===== src/rtl/add_pkg.sv =====
`default_nettype none
// +-----------------------------------------------------------------+
// | add_pkg: shared types and slice-width helper for pipelined_adder |
// | Rev 1.0                                                          |
// +-----------------------------------------------------------------+
package add_pkg;

  // Carry state that rides with each token; operand and sum slices are
  // width-dependent and are bundled around this inside the top level.
  typedef struct packed {
    logic carry;
    logic msb_cin;
  } stage_flags_t;

  function automatic int slice_width(input int width, input int stages);
    return width / stages;
  endfunction

endpackage
`default_nettype wire


===== src/rtl/adder_slice.sv =====
`default_nettype none
// +-----------------------------------------------------------------+
// | adder_slice: combinational SLICE-bit ripple adder               |
// | Rev 1.0                                                          |
// +-----------------------------------------------------------------+
module adder_slice #(
  parameter int W = 8
) (
  input  logic [W-1:0] a,
  input  logic [W-1:0] b,
  input  logic         cin,
  output logic [W-1:0] sum,
  output logic         cout,
  output logic         msb_cin
);

  assign {cout, sum} = {1'b0, a} + {1'b0, b} + {{W{1'b0}}, cin};
  // Carry into the MSB recovered from the MSB sum bit.
  assign msb_cin = a[W-1] ^ b[W-1] ^ sum[W-1];

endmodule
`default_nettype wire


===== src/rtl/pipelined_adder.sv =====
`default_nettype none
// +-----------------------------------------------------------------+
// | pipelined_adder: sliced add/subtract with valid/ready pipeline  |
// | Rev 1.0                                                          |
// +-----------------------------------------------------------------+
module pipelined_adder
  import add_pkg::*;
#(
  parameter int WIDTH  = 32,
  parameter int STAGES = 4
) (
  input  logic             clk,
  input  logic             reset,
  input  logic             i_valid,
  output logic             o_ready,
  input  logic [WIDTH-1:0] i_a,
  input  logic [WIDTH-1:0] i_b,
  input  logic             i_cin,
  input  logic             i_sub,
  output logic             o_valid,
  input  logic             i_ready,
  output logic [WIDTH-1:0] o_sum,
  output logic             o_cout,
  output logic             o_ovf
);

  localparam int SLICE = slice_width(WIDTH, STAGES);

  if (STAGES < 1 || (WIDTH % STAGES) != 0) begin : g_bad_cfg
    $error("pipelined_adder: WIDTH must be a multiple of STAGES");
  end

  typedef struct packed {
    logic [WIDTH-1:0] a;
    logic [WIDTH-1:0] b;
    logic [WIDTH-1:0] sum;
    stage_flags_t     flags;
  } stage_t;

  stage_t              entry;
  stage_t              pipe  [STAGES];
  logic [STAGES-1:0]   valid;
  logic [STAGES:0]     ready;

  // Subtraction is A + ~B + !borrow, so B is inverted once at entry.
  always_comb begin
    entry             = '0;
    entry.a           = i_a;
    entry.b           = i_sub ? ~i_b : i_b;
    entry.flags.carry = i_cin ^ i_sub;
  end

  assign ready[STAGES] = i_ready;

  for (genvar k = 0; k < STAGES; k++) begin : g_stage
    stage_t           src;
    logic             src_valid;
    stage_t           stage_d;
    stage_t           stage_q;
    logic             valid_d;
    logic             valid_q;
    logic [SLICE-1:0] slice_sum;
    logic             slice_cout;
    logic             slice_msb_cin;

    if (k == 0) begin : g_head
      assign src       = entry;
      assign src_valid = i_valid;
    end else begin : g_body
      assign src       = pipe[k-1];
      assign src_valid = valid[k-1];
    end

    adder_slice #(.W(SLICE)) u_slice (
      .a       (src.a[k*SLICE +: SLICE]),
      .b       (src.b[k*SLICE +: SLICE]),
      .cin     (src.flags.carry),
      .sum     (slice_sum),
      .cout    (slice_cout),
      .msb_cin (slice_msb_cin)
    );

    // A stage may take a new token if empty or if its occupant moves on.
    assign ready[k] = !valid_q || ready[k+1];

    always_comb begin
      stage_d = stage_q;
      valid_d = valid_q;
      if (ready[k]) begin
        valid_d = src_valid;
        if (src_valid) begin
          stage_d                        = src;
          stage_d.sum[k*SLICE +: SLICE]  = slice_sum;
          stage_d.flags.carry            = slice_cout;
          stage_d.flags.msb_cin          = slice_msb_cin;
        end
      end
    end

    always_ff @(posedge clk or posedge reset) begin
      if (reset) begin
        stage_q <= '0;
        valid_q <= 1'b0;
      end else begin
        stage_q <= stage_d;
        valid_q <= valid_d;
      end
    end

    assign pipe[k]  = stage_q;
    assign valid[k] = valid_q;
  end

  assign o_ready = ready[0];
  assign o_valid = valid[STAGES-1];
  assign o_sum   = pipe[STAGES-1].sum;
  assign o_cout  = pipe[STAGES-1].flags.carry;
  assign o_ovf   = pipe[STAGES-1].flags.carry ^ pipe[STAGES-1].flags.msb_cin;

  // Operands are fully consumed by the final stage.
  logic unused_tail;
  assign unused_tail = ^{pipe[STAGES-1].a, pipe[STAGES-1].b};

endmodule
`default_nettype wire

===== config.mk =====
export PLATFORM = sky130hd
export DESIGN_NAME = pipelined_adder
export DESIGN_NICKNAME = d
export VERILOG_FILES = /design/src/rtl/add_pkg.sv /design/src/rtl/adder_slice.sv /design/src/rtl/pipelined_adder.sv
export SDC_FILE = /design/constraint.sdc
export NUM_CORES = 1
export LEC_CHECK = 0
export ABC_CLOCK_PERIOD_IN_PS = 8400
export CAP_MARGIN = 0
export CORE_MARGIN = 1.5
export CORE_UTILIZATION = 40
export CTS_CLUSTER_DIAMETER = 30
export DETAILED_ROUTE_END_ITERATION = 12
export HOLD_SLACK_MARGIN = 0.08
export MAX_ROUTING_LAYER = met4
export PLACE_DENSITY = 0.72
export REMOVE_ABC_BUFFERS = 1
export SKIP_LAST_GASP = 1
export SLEW_MARGIN = 5
export SYNTH_ARGS = -nofsm -noshare
export SYNTH_HDL_FRONTEND = slang
export SYNTH_SLANG_ARGS = --single-unit

===== constraint.sdc =====
create_clock -name clk -period 8.4 [get_ports clk]
set_clock_uncertainty 0.15 [all_clocks]
set_input_delay 2.52 -clock clk [delete_from_list [all_inputs] [get_ports clk]]
set_output_delay 2.52 -clock clk [all_outputs]
set_load 0.01 [all_outputs]

==> summary.txt <==
run status: complete, no violations
Tot GR Track Use: 14.8%
Iteration-0 DRC Markers: 183
vias in the first global route: 5091
number of distinct library cell variants in the gate-level netlist after synthesis: 41
Cell Area, Synth: 8540 µm²
worst hold path cell count: 2
setup repair after global routing missed its margin: false
number of synthesis warnings: 0
minimum hold slack: 0.328 ns
critical setup path kind: primary input to primary output
# H-tree levels: 4
final sum of negative setup slack: 0 ns
Clk Tree Root Cell: sky130_fd_sc_hd__clkbuf_16
area of placed instances: 9560 µm²
area growth from synthesis to final layout: 18.8%
buffers plus inverters on the worst setup path: 2
height of the die: 149 µm
cell area power density: 315 nW/µm²
largest net degree at the start of global routing: 145
arrival time of the worst setup path: 4.15 ns
top-level I/O count: 106
number of detailed-route iterations in the first pass: 4
horizontal extent of the die: 149 µm
Detailed Route WL: 14800 µm
worst ir drop on vdd: 0.148 mV
# rows: 53
Final Slew Violations: 0
area enclosed by the die boundary: 22200 µm²
number of antenna violations at the first check in global routing: 0
crit start category: primary input
Final Instance Count excl. Fillers: 1029
CP dominant cell by count: sky130_fd_sc_hd__clkdlybuf4s50_1
aggregate global routing overflow: 0
Hold Vio Cnt, Final: 0
maximum frequency from static timing analysis: 0.147 GHz
clock tree from TritonCTS: yes
Leakage Power: 4.36 nW
final-report setup violation count: 0
endpoint kind of the worst setup timing path: primary output
worst endpoint required time: 5.73 ns
gate family responsible for the most delay along the worst path: buffers and inverters
WP depth: 4
clock tree sinks: 185
starting density of the core: 40.8%
library cell contributing the largest single delay on the critical path: sky130_fd_sc_hd__clkdlybuf4s50_1
Cells after DPL: 997
fraction of layout instances using a drive strength above 1: 22.7%
count of cells resized by post-cts repair: 0
CTS max path bufs: 2
Port Buffer Count: 105
number of buffers inserted by post-CTS setup repair: 0
summed area of non-filler cells in the final layout: 10100 µm²
Worst Max-Slew Pin Slew: 1.12 ns
Cell Chain, Critical Path: clkdlybuf4s50_1, nand4b_1, or2_1, clkdlybuf4s50_1
number of register bits inferred by synthesis: 185
number of hold buffers added after cts: 0
Hold Path Class: flip-flop to flip-flop
routed via count: 4977
Core Area: 21000 µm²
clock-pin slew on the worst setup and hold paths: 0.07 ns
final cycle utilization of the critical path: 81.2%
first-pass GRT wire length: 25100 µm
worst-case headroom to the max-slew limit: 25.2%
maximum fanout along the worst path: 4
delay of the slowest cell on the worst path: 0.54 ns
share of synthesized area occupied by flip-flops and latches: 54.2%
ant diodes: 0
DPL Wire Length: 9840 µm
latest clock arrival within the worst-skew pair: 0.43 ns
net count of the finished layout: 847
Final Core Density: 48.4%
antenna-violating nets left: 0
number of cells produced by synthesis: 674
Via-to-Cell Ratio: 4.84
length in cells of the worst reg-to-reg path: 7
post-synthesis average cell area: 12.7 µm²
time the final worst path needs with I/O delays and setup: 6.82 ns
count of max-cap constraint violations: 0
DRC violation count after routing: 0
cts bufs inserted: 17
routability congestion estimate from global placement: 0.794
per-cell routed wire length: 14.3 µm
-- report_power, final --
part | internal, mW | switching [mW] | total (mW)
Sequential | 1.20 | 0.166 | 1.37
Clock | 0.421 | 0.370 | 0.790
Combinational | 0.590 | 0.451 | 1.04
Total | 2.21 | 0.987 | 3.20
-- cell type report --
type                       count  area (µm²)
inverter                       9        41.3
clock inverter                15         159
fill                        1928       10800
clock buffer                  17         425
tap                          275         344
timing repair buffer         108        1070
multi-input combinational    420        3480
sequential                   185        4630
-- cell families (layout without fill, tap and decap cells) --
family          after synthesis  count (layout)  synth area share, %
flops                       185             185                 54.2
fa+ha+maj                    36              36                 5.98
mux                         127             127                 16.7
buf+inv                      69             149                 5.14
simple gates                 93              93                 4.97
compound gates              112             112                 7.65
xor+xnor                     52              52                 5.33
-- sequential cells by signal (all words and copies together) (netlist names) --
name,flops
o_valid,1
o_sum,32
g_stage.stage_q,148
g_stage.valid_q,3
o_cout,1
-- synthesized netlist by cell type, drive strengths merged --
cell type	n	share of area, %
nor3	5	0.29
a41o	1	0.12
buf	55	4.5
o22ai	2	0.15
a211o	1	0.10
o31ai	5	0.44
o21a	3	0.26
or2	4	0.29
fa	8	1.9
o21ai	57	3.3
inv	9	0.40
dfrtp	185	54
o31a	2	0.21
ha	28	4.1
nand3b	1	0.088
nand2	59	2.8
o211ai	4	0.35
nand4b	1	0.10
o21bai	1	0.088
xor2	23	2.4
mux2	126	17
xnor2	29	3.0
and3	1	0.073
nor2b	2	0.15
a21oi	21	1.2
mux2i	1	0.12
nor2	9	0.40
nand3	1	0.059
and2	1	0.073
clkbuf	5	0.23
a31oi	1	0.073
a21o	7	0.62
a211oi	7	0.67
nand2b	9	0.66
-- layer usage --
| layer | GRT usage (%) | vias to the layer above | routed length [µm] |
|---|---|---|---|
| met5 | - | - | 0 |
| met4 | 6.09 | 0 | 322 |
| met3 | 3.12 | 30 | 449 |
| met2 | 24.2 | 76 | 7360 |
| met1 | 17.8 | 2430 | 6630 |
| li1 | - | 2441 | - |
-- per-stage QoR --
stage	total power [mW]	setup WS [ns]
detailed placement	2.45	1.56
finish	3.20	1.58
global route	3.43	1.50
CTS	3.25	1.56
floorplan	2.05	0.701
global placement	2.40	1.59
-- worst paths after layout --
check / start / end / slack [ns]
worst max-delay path: i_ready / o_ready / 1.58
worst min-delay path: o_sum[30] / o_sum[30] / 0.33
worst max register to register: g_stage[2].stage_q[58] / o_cout / 5.79
worst min register to register: o_sum[30] / o_sum[30] / 0.33
max in group asynchronous: reset / g_stage[0].stage_q[6] / 4.36
min in group asynchronous: reset / g_stage[1].stage_q[64] / 2.56
-- worst min-delay path: stages, from the launching register on --
cell and delay [ns]:
sky130_fd_sc_hd__dfrtp_1 0.34, sky130_fd_sc_hd__nand2_1 0.05, sky130_fd_sc_hd__o31ai_1 0.05
-- placed cells by master, fill, tap and decap left out, types with 2 or more instances in the layout --
| master | synthesis | final |
|---|---|---|
| sky130_fd_sc_hd__dfrtp_1 | 185 | 185 |
| sky130_fd_sc_hd__mux2_2 | 126 | 126 |
| sky130_fd_sc_hd__clkdlybuf4s50_1 | 0 | 104 |
| sky130_fd_sc_hd__o21ai_0 | 57 | 57 |
| sky130_fd_sc_hd__nand2_1 | 58 | 55 |
| sky130_fd_sc_hd__xnor2_1 | 29 | 29 |
| sky130_fd_sc_hd__ha_1 | 28 | 28 |
| sky130_fd_sc_hd__xor2_1 | 23 | 23 |
| sky130_fd_sc_hd__a21oi_1 | 21 | 21 |
| sky130_fd_sc_hd__clkbuf_16 | 0 | 17 |
| sky130_fd_sc_hd__nand2b_1 | 9 | 9 |
| sky130_fd_sc_hd__nor2_1 | 9 | 9 |
| sky130_fd_sc_hd__inv_1 | 9 | 8 |
| sky130_fd_sc_hd__fa_1 | 8 | 8 |
| sky130_fd_sc_hd__a21o_1 | 7 | 7 |
| sky130_fd_sc_hd__a211oi_1 | 6 | 6 |
| sky130_fd_sc_hd__o31ai_1 | 5 | 5 |
| sky130_fd_sc_hd__nor3_1 | 5 | 5 |
| sky130_fd_sc_hd__inv_8 | 0 | 5 |
| sky130_fd_sc_hd__clkinv_4 | 0 | 5 |
| sky130_fd_sc_hd__o211ai_1 | 4 | 4 |
| sky130_fd_sc_hd__nand2_2 | 0 | 3 |
| sky130_fd_sc_hd__o21a_1 | 3 | 3 |
| sky130_fd_sc_hd__or2_2 | 3 | 3 |
| sky130_fd_sc_hd__clkinvlp_4 | 0 | 3 |
| sky130_fd_sc_hd__buf_4 | 32 | 3 |
| sky130_fd_sc_hd__nor2b_1 | 2 | 2 |
| sky130_fd_sc_hd__o31a_1 | 2 | 2 |
| sky130_fd_sc_hd__o22ai_1 | 2 | 2 |
| sky130_fd_sc_hd__inv_6 | 0 | 2 |
Note: power is estimated with default switching activity, not from simulation.
